File: src/rtl/ifmap_window_scheduler_pkg.sv
// Shared types and default parameters for the IFMap window scheduler.
package ifmap_window_scheduler_pkg;

  localparam int unsigned DefPointerSize = 8;
  localparam int unsigned DefStrideSize  = 3;
  localparam int unsigned DefIfmapSize   = 16;
  localparam int unsigned StallCntWidth  = 16;

  typedef enum logic [2:0] {
    StIdle,
    StLoad,
    StSlide,
    StRowEnd,
    StDone
  } state_e;

endpackage

File: src/rtl/ifmap_window_counter.sv
// Window start (ws) and in-window offset (k) counters with window-complete and row-end detection.
module ifmap_window_counter
  import ifmap_window_scheduler_pkg::*;
#(
  parameter int unsigned POINTER_SIZE = DefPointerSize,
  parameter int unsigned STRIDE_SIZE  = DefStrideSize
) (
  input  logic                    clk,
  input  logic                    rst_n,
  input  logic                    clear,
  input  logic                    row_clear,
  input  logic                    transfer,
  input  logic [POINTER_SIZE-1:0] row_len,
  input  logic [POINTER_SIZE-1:0] filter_len,
  input  logic [STRIDE_SIZE-1:0]  stride,
  output logic [POINTER_SIZE-1:0] ws,
  output logic [POINTER_SIZE-1:0] k,
  output logic                    win_done,
  output logic                    row_last
);

  logic [POINTER_SIZE-1:0] ws_q, k_q, last_k;
  logic [POINTER_SIZE:0]   step, reach;

  // A zero stride would never advance, so it behaves as a stride of one.
  assign step   = (stride == '0) ? (POINTER_SIZE+1)'(1) : (POINTER_SIZE+1)'(stride);
  assign last_k = filter_len - 1'b1;
  assign reach  = {1'b0, ws_q} + step + {1'b0, filter_len};

  assign win_done = transfer && (k_q == last_k);
  assign row_last = win_done && (reach > {1'b0, row_len});
  assign ws       = ws_q;
  assign k        = k_q;

  always_ff @(posedge clk or negedge rst_n) begin
    if (!rst_n) begin
      ws_q <= '0;
      k_q  <= '0;
    end else if (clear || row_clear) begin
      ws_q <= '0;
      k_q  <= '0;
    end else if (win_done) begin
      k_q <= '0;
      if (!row_last) begin
        ws_q <= ws_q + step[POINTER_SIZE-1:0];
      end
    end else if (transfer) begin
      k_q <= k_q + 1'b1;
    end
  end

endmodule

File: src/rtl/ifmap_window_scheduler.sv
// Sliding-window read scheduler for the IFMap buffer.
// Optional IFMAP_SCHED_STALL_CNT_EN adds a saturating stall_cycles counter output.
module ifmap_window_scheduler
  import ifmap_window_scheduler_pkg::*;
#(
  parameter int unsigned POINTER_SIZE = DefPointerSize,
  parameter int unsigned STRIDE_SIZE  = DefStrideSize,
  parameter int unsigned IFMAP_SIZE   = DefIfmapSize
) (
  input  logic                     clk,
  input  logic                     rst_n,
  input  logic                     start,
  input  logic [POINTER_SIZE-1:0]  row_len,
  input  logic [POINTER_SIZE-1:0]  filter_len,
  input  logic [STRIDE_SIZE-1:0]   stride,
  input  logic [POINTER_SIZE-1:0]  num_rows,
  input  logic                     av_data,
  input  logic                     out_ready,
  output logic [POINTER_SIZE-1:0]  read_pointer,
  output logic                     out_valid,
  output logic                     co_filter,
  output logic                     next_row,
  output logic                     end_row,
  output logic                     ld_start_row,
  output logic                     busy,
`ifdef IFMAP_SCHED_STALL_CNT_EN
  output logic                     done,
  output logic [StallCntWidth-1:0] stall_cycles
`else
  output logic                     done
`endif
);

  state_e                  state_q, state_d;
  logic [POINTER_SIZE-1:0] row_len_q, filter_len_q, num_rows_q, base_q, r_q;
  logic [STRIDE_SIZE-1:0]  stride_q;
  logic [POINTER_SIZE-1:0] ws, k;
  logic                    job_start, job_empty, in_slide, transfer, win_done, row_last;

  assign job_start    = (state_q == StIdle) && start;
  assign job_empty    = (filter_len == '0) || (filter_len > row_len) || (num_rows == '0);
  assign in_slide     = (state_q == StSlide);
  assign out_valid    = in_slide && av_data;
  assign transfer     = out_valid && out_ready;
  assign read_pointer = in_slide ? (base_q + ws + k) : '0;
  assign co_filter    = win_done;
  assign end_row      = row_last;
  assign busy         = (state_q != StIdle);

  ifmap_window_counter #(
    .POINTER_SIZE (POINTER_SIZE),
    .STRIDE_SIZE  (STRIDE_SIZE)
  ) u_window_counter (
    .clk        (clk),
    .rst_n      (rst_n),
    .clear      (job_start),
    .row_clear  (state_q == StRowEnd),
    .transfer   (transfer),
    .row_len    (row_len_q),
    .filter_len (filter_len_q),
    .stride     (stride_q),
    .ws         (ws),
    .k          (k),
    .win_done   (win_done),
    .row_last   (row_last)
  );

  always_comb begin
    state_d      = state_q;
    ld_start_row = 1'b0;
    next_row     = 1'b0;
    done         = 1'b0;
    unique case (state_q)
      StIdle: begin
        if (start) begin
          state_d = job_empty ? StDone : StLoad;
        end
      end
      StLoad: begin
        ld_start_row = 1'b1;
        state_d      = StSlide;
      end
      StSlide: begin
        if (row_last) begin
          state_d = StRowEnd;
        end
      end
      StRowEnd: begin
        next_row = 1'b1;
        state_d  = (({1'b0, r_q} + 1'b1) == {1'b0, num_rows_q}) ? StDone : StLoad;
      end
      StDone: begin
        done    = 1'b1;
        state_d = StIdle;
      end
      default: state_d = StIdle;
    endcase
  end

  // base persists across jobs so consecutive jobs walk through the buffer.
  always_ff @(posedge clk or negedge rst_n) begin
    if (!rst_n) begin
      state_q      <= StIdle;
      row_len_q    <= '0;
      filter_len_q <= '0;
      stride_q     <= '0;
      num_rows_q   <= '0;
      base_q       <= '0;
      r_q          <= '0;
    end else begin
      state_q <= state_d;
      if (job_start) begin
        row_len_q    <= row_len;
        filter_len_q <= filter_len;
        stride_q     <= stride;
        num_rows_q   <= num_rows;
        r_q          <= '0;
      end else if (state_q == StRowEnd) begin
        base_q <= base_q + row_len_q;
        r_q    <= r_q + 1'b1;
      end
    end
  end

`ifdef IFMAP_SCHED_STALL_CNT_EN
  logic [StallCntWidth-1:0] stall_q;

  always_ff @(posedge clk or negedge rst_n) begin
    if (!rst_n) begin
      stall_q <= '0;
    end else if (job_start) begin
      stall_q <= '0;
    end else if (in_slide && !av_data && (stall_q != {StallCntWidth{1'b1}})) begin
      stall_q <= stall_q + 1'b1;
    end
  end

  assign stall_cycles = stall_q;
`endif

  depth_fits_a: assert property (@(posedge clk) disable iff (!rst_n)
    IFMAP_SIZE <= (2 ** POINTER_SIZE));

endmodule

File: config.mk
export PLATFORM = sky130hd
export DESIGN_NAME = ifmap_window_scheduler
export DESIGN_NICKNAME = d
export VERILOG_FILES = /design/src/rtl/ifmap_window_scheduler_pkg.sv /design/src/rtl/ifmap_window_counter.sv /design/src/rtl/ifmap_window_scheduler.sv
export SDC_FILE = /design/constraint.sdc
export NUM_CORES = 1
export LEC_CHECK = 0
export BUFFER_PORTS_ARGS = -buffer_cell sky130_fd_sc_hd__buf_2
export CAP_MARGIN = 20
export CORE_UTILIZATION = 44
export CTS_CLUSTER_DIAMETER = 80
export DETAILED_ROUTE_END_ITERATION = 10
export GPL_ROUTABILITY_DRIVEN = 1
export GPL_TIMING_DRIVEN = 0
export PLACE_DENSITY = 0.63
export REMOVE_ABC_BUFFERS = 1
export SLEW_MARGIN = 30
export SYNTH_ARGS = -nofsm -noshare
export SYNTH_HDL_FRONTEND = slang
export SYNTH_SLANG_ARGS = --single-unit
File: constraint.sdc
create_clock -name clk -period 10.8 [get_ports clk]
set_clock_uncertainty 0.15 [all_clocks]
set_input_delay 2.16 -clock clk [delete_from_list [all_inputs] [get_ports clk]]
set_output_delay 2.16 -clock clk [all_outputs]
set_load 0.05 [all_outputs]
* Word level (Yosys, flattened, before mapping)
Index checks and enable logic that the tools add are counted.
Widths: inputs -> output; s select.
** Cells by class
- Div/mod/pow operators :: 0
- Multipliers :: 0
- Add/subtract/negate cells :: 10
- Mux-type cells :: 18
- Reduce and logical (&&, ||, !) cells :: 19
- Magnitude comparators :: 2
- Shift operators :: 0
- Equal/unequal tests :: 9
- Bitwise gates (word level) :: 1
** Operators by type and width (number)
- $mux 8 :: 9
- $add 8x8->8 :: 4
- $add 8x1->8 const B :: 2
- $logic_not 8->1 :: 2
- $mux 3 :: 5
- $pmux 3 s4 :: 1
- $add 8x1->9 const B :: 1
- $add 8x9->9 :: 1
- $add 9x8->9 :: 1
- $eq 9x8->1 :: 1
- $gt 9x8->1 :: 1
- $eq 8x8->1 :: 1
- $gt 8x8->1 :: 1
- $sub 8x1->8 const B :: 1
- $eq 3x2->1 const B :: 2
- $logic_not 3->1 :: 2
- $reduce_and 2->1 :: 3
- $reduce_bool 3->1 :: 2
- $logic_and 1x1->1 :: 5
- $ne 2x2->1 const B :: 2
- $reduce_bool 2->1 :: 2
- $eq 3x1->1 const B :: 1
- $eq 3x3->1 const B :: 1
- $logic_or 1x1->1 :: 3
- 3 further kinds :: 5
** Word-level totals
- Memory bits (read-only) :: 0
- Memory bits (writable) :: 0
- Bits in registers :: 62
- Output and inout bits :: 15
- Input port bits :: 32
- Memories :: 0
- Word-level logic and storage cells :: 68
- Latch bits :: 0

* Depth between registers and ports, before layout
- Depth in word-level cells :: 9
- Gate-level depth with buffers :: 20
- Depth with buffers taken out :: 19

* By module
From an unflattened synthesis, not the netlist that was laid out.
** Second synthesis, totals
- Cells, all modules :: 553
- Area, all modules :: 4857.2 um2
** Modules (own cells, without submodules)
- ifmap_window_scheduler :: area an instance 3001.6 um2, cells an instance 342, instances 1, seq. area each 1151.1 um2
- ifmap_window_counter :: area an instance 1855.5 um2, cells an instance 211, instances 1, seq. area each 400.4 um2

* Least setup slack after synthesis
Ideal clock, no wire load.
- Path kind :: register to output
- Start point :: register stride_q[1]
- End point :: output end_row
- Slack :: 4117 ps
- Cell stages (with the launch flop) :: 20
- Arrival :: 4373 ps
- Path through :: dfrtp_1 -> clkbuf_1 -> nor2_1 -> or2_2 -> inv_1 -> fa_1 -> inv_1 -> ha_1 -> fa_1 -> a21o_1 -> a21oi_1 -> o21bai_1 -> a21oi_1 -> xnor2_1 -> ha_1 -> a211oi_1 -> o211a_1 -> a211oi_1 -> nor3_1 -> nor3_1
** On the way
- Cells in the longest elaborated chain, start to end :: 6
** Ends and longest elaborated chain
- from (decl) :: line ifmap_window_scheduler.sv:36 : logic [STRIDE_SIZE-1:0] stride_q;
- from (signal assigned) :: line ifmap_window_scheduler.sv:115 : stride_q <= stride;
- $logic_not 3->1 :: line ifmap_window_counter.sv:26 : assign step = (stride == '0) ? (POINTER_SIZE+1)'(1) : (POINTER_SIZE+1)'(stride);
- $mux 3 (*) :: line ifmap_window_counter.sv:26
- $add 8x9->9 (*) :: line ifmap_window_counter.sv:28 : assign reach = {1'b0, ws_q} + step + {1'b0, filter_len};
- $add 9x8->9 (*) :: line ifmap_window_counter.sv:28
- $gt 9x8->1 (*) :: line ifmap_window_counter.sv:31 : assign row_last = win_done && (reach > {1'b0, row_len});
- $logic_and 1x1->1 (*) :: line ifmap_window_counter.sv:31
- to (decl) :: line ifmap_window_scheduler.sv:23 : output logic end_row,
Every way passes the cells marked *; elsewhere a longest branch is shown, timed or not.

* Worst setup path after layout
Same ends and word-level chain as after synthesis.

==> run summary <==
==========================================================================================
Hold path depth                                                                          1
Distinct cell type count of the synthesized netlist                                     53
Max stage delay on crit path                                                       0.71 ns
Proportion of register bits with asynchronous set or reset after synthesis          100.0%
Gr usage total                                                                      22.29%
Reg-to-reg endpoint                                                           u_window_counter.ws[0]$_DFFE_PN0P_
Most frequent cells in the layout                                             62 x dfrtp_1, 52 x nand2_1, 48 x ha_1, 45 x buf_2, 30 x inv_1
Maximum clock insertion buffer count                                                     2
Reg2reg setup slack                                                                5.92 ns
Top-level I/O count                                                                     47
First-iteration detailed-routing DRC count                                             153
Final instance area                                                               5470 µm²
Number of rows in the core area                                                         38
Average footprint of a synthesized cell                                          9.431 µm²
Arrival time worst endpoint                                                        4.76 ns
Area enclosed by the die boundary                                                11550 µm²
Instance count of the mapped netlist                                                   519
CP Launch Point                                                               stride_q[1]$_DFFE_PN0P_
Part of the total power dissipated in combinational logic                            56.1%
Total vias in the final route                                                         3880
Wire per inst                                                                     16.54 µm
Layout Nets                                                                            652
Startpoint types                                                                      flop
Internal Pwr Total                                                                788.7 µW
Fin cells                                                                              704
Capture endpoint of the worst hold path                                       stride_q[0]$_DFFE_PN0P_
Relative contribution of sequential cells to total power                             27.9%
Pin count of the biggest net entering global routing                                    38
Fraction of power consumed by the clock network                                      16.0%
H-tree lvl count                                                                         3
Via count of the first global-routing pass                                            4003
Startpoint of the worst-slack reg-to-reg timing path                          stride_q[1]$_DFFE_PN0P_
Count of yosys warnings during synthesis                                                 0
Die height                                                                        107.5 µm
Post-Route WL                                                                     11.64 mm
CTS Hold Bufs                                                                            0
Initial antenna violation count                                                          0
Final hold violation count                                                               0
Sinks on Clock Net                                                                      62
Seq/Total Area, Yosys                                                               31.70%
Buffer type at the clock tree root                                                clkbuf_8
Commonest register cell after synthesis                                            dfrtp_1
Final setup fails                                                                        0
Count of flip-flops with a built-in enable after synthesis                               0
Total power                                                                       1.464 mW
Part of the cycle the worst path needs                                              65.50%
Area growth, synth to finish                                                        11.76%
Setup TNS                                                                             0 ns
Clock edge transition at the registers on the reported setup and hold paths        0.07 ns
Most frequent standard cell in the layout excluding fill and tap cells             dfrtp_1
CTS Buf Count                                                                            9
Tightest slew margin relative to the limit                                          45.00%
Class of the most critical hold timing path                                   flop to flop
Count of antenna-violating nets left after detailed routing                              0
Source-to-sink clock delay at the later pin of the worst-skew pair                 0.34 ns
Max-slew violation count                                                                 0
Core area                                                                        10840 µm²
Slowest stage cell, crit path                                                       nor3_1
Worst-case reg-to-reg path depth                                                        19
HPWL Detailed                                                                     9.182 mm
Fraction of met1 tracks used by global routing                                      28.60%
Measured slew at the worst slew-check pin                                        0.8188 ns
Required time worst endpoint                                                       8.49 ns
Final weighted congestion in routability-driven placement                           0.8607
Proportion of total power due to net switching                                      46.14%
Type of the setup path with the least slack                                   flop to primary output
Setup repair after global routing missed its margin                                     no
First-pass GRT wire length                                                        19.70 mm
Gates resized, CTS repair                                                                0
Busiest layer in global routing                                                       met2
Netlist Area Pre-Place                                                            4895 µm²
Number of I/O port buffers                                                              46
Number of synthesized register bits                                                     62
Global routing met2 resource utilization                                            38.39%
Worst path cell trace                                                         nor2_1, or2_2, inv_1, fa_1, inv_1, ha_1, fa_1, a21o_1, a21oi_1, o21bai_1, a21oi_1, xnor2_1, ha_1, a211oi_1, a21boi_0, a211oi_1, nor3_1, nor3_1, buf_2
Initial cell density of the core                                                    45.15%
Worst hold start                                                              stride_q[0]$_DFFE_PN0P_
Worst-path maximum fanout                                                                7
Number of maximum-capacitance constraint violations                                      0
Power Density                                                                 267.7 nW/µm²
Timing-limited maximum frequency                                                 141.4 MHz
Post-CTS setup buffers                                                                   0
Dpl cells                                                                              689
Number of antenna repair diodes                                                          0
Net switching power figure                                                        675.7 µW
Placed cell areas                                                                 5249 µm²
Fraction of layout cells with a size suffix above 1                                 17.55%
Status                                                                        finished, final reports clean
Grt total ovfl                                                                           0
Cell leakage power                                                                2.653 nW
IR drop worst, VDD                                                             0.0001160 V
Total DRC errors in the routed layout                                                    0
Routed via count divided by cell count                                               5.511
Met3 track demand over resource                                                     3.692%
TritonCTS clock tree                                                                   yes
X dimension of the die                                                            107.5 µm
Total iterations of the first detailed-routing run                                       4
Element type at the critical path end                                         primary output
Crit path time final                                                              7.074 ns
==========================================================================================
## state kept, by name (all words and copies together), names as in the netlist
| signal | cells |
|---|---|
| row_len_q | 8 |
| state_q | 3 |
| u_window_counter.k | 8 |
| u_window_counter.ws | 8 |
| num_rows_q | 8 |
| base_q | 8 |
| filter_len_q | 8 |
| stride_q | 3 |
| r_q | 8 |
## metrics by stage
stage / hold WS [ns] / worst slack, ns / utilization (%)
2_1_floorplan: 0.3104 / 4.230 / -
3_3_place_gp: 0.3560 / 4.132 / 47.95
3_5_place_dp: 0.3506 / 4.081 / 48.42
4_1_cts: 0.3661 / 3.691 / 50.46
5_1_grt: 0.3816 / 3.416 / 50.46
6_report: 0.3585 / 3.726 / 50.46
## cell families after synthesis
kind of cell	share of synthesized area [%]
adders and majority gates	17.38
and+or+nand+nor	18.20
DFF	31.70
muxes	5.777
AOI/OAI and AO/OA	14.49
buffers and inverters	4.397
xor gates and xnor gates	8.052
## layout make-up
class	count	area [µm²]
clock buffers	11	151.4
flip-flops and latches	62	1551
fillers	1030	5370
repair buffers	48	280.3
well taps	140	175.2
clock inverters	4	70.07
multi-input cells	409	3129
inverters	30	112.6
## per-layer routing
metal  up-vias  wire, µm
li1       1933         -
met1      1864      5408
met2        72      5720
met3        11       338
met4         0       177
met5         -         0
## how the worst max path moves through the flow
stage	to	slack [ns]	depth (start not counted)
floorplan	end_row	4.23	18
global placement	end_row	4.13	19
detailed placement	end_row	4.08	19
CTS	end_row	3.69	19
global route	end_row	3.42	19
finish	end_row	3.73	19
## Yosys cell counts (4+ instances only)
cell | number | share of area [%]
a21o_1 | 9 | 1.4
a21oi_1 | 25 | 2.6
a31oi_1 | 5 | 0.64
and2_2 | 4 | 0.61
and3_1 | 8 | 1.0
clkbuf_1 | 14 | 1.1
dfrtp_1 | 62 | 32
fa_1 | 12 | 4.9
ha_1 | 48 | 12
inv_1 | 30 | 2.3
mux2_2 | 18 | 4.1
mux2i_1 | 8 | 1.6
nand2_1 | 52 | 4.0
nand2b_1 | 6 | 0.77
nand3_1 | 12 | 1.2
nand4_1 | 12 | 1.5
nor2_1 | 24 | 1.8
nor2b_1 | 7 | 0.89
nor3_1 | 18 | 1.8
nor3b_1 | 7 | 1.1
nor4_1 | 7 | 0.89
o211ai_1 | 6 | 0.92
o21a_1 | 7 | 1.1
o21ai_0 | 27 | 2.8
o31ai_1 | 4 | 0.61
xnor2_1 | 18 | 3.2
xor2_1 | 27 | 4.8
## power groups by stage
stage                     sequential (mW)  combinational (mW)  clock [mW]
after CTS                           0.409               0.828       0.237
after global placement              0.411               0.783           0
after detailed placement            0.413               0.823           0
final                               0.409               0.822       0.234
after floorplan                     0.380               0.639           0
after global routing                0.424               0.925       0.246
## worst max-delay path: cells and delay by family, from the launching register on
kind,cells,cell delay (ns)
AND/OR/NAND/NOR,4,1.19
flip-flops,1,0.50
adder cells (fa/ha/maj),4,0.99
AO/OA/AOI/OAI,7,1.32
XOR/XNOR,1,0.08
buffers and inverters,3,0.36
Power figures use the tool's default switching activity.
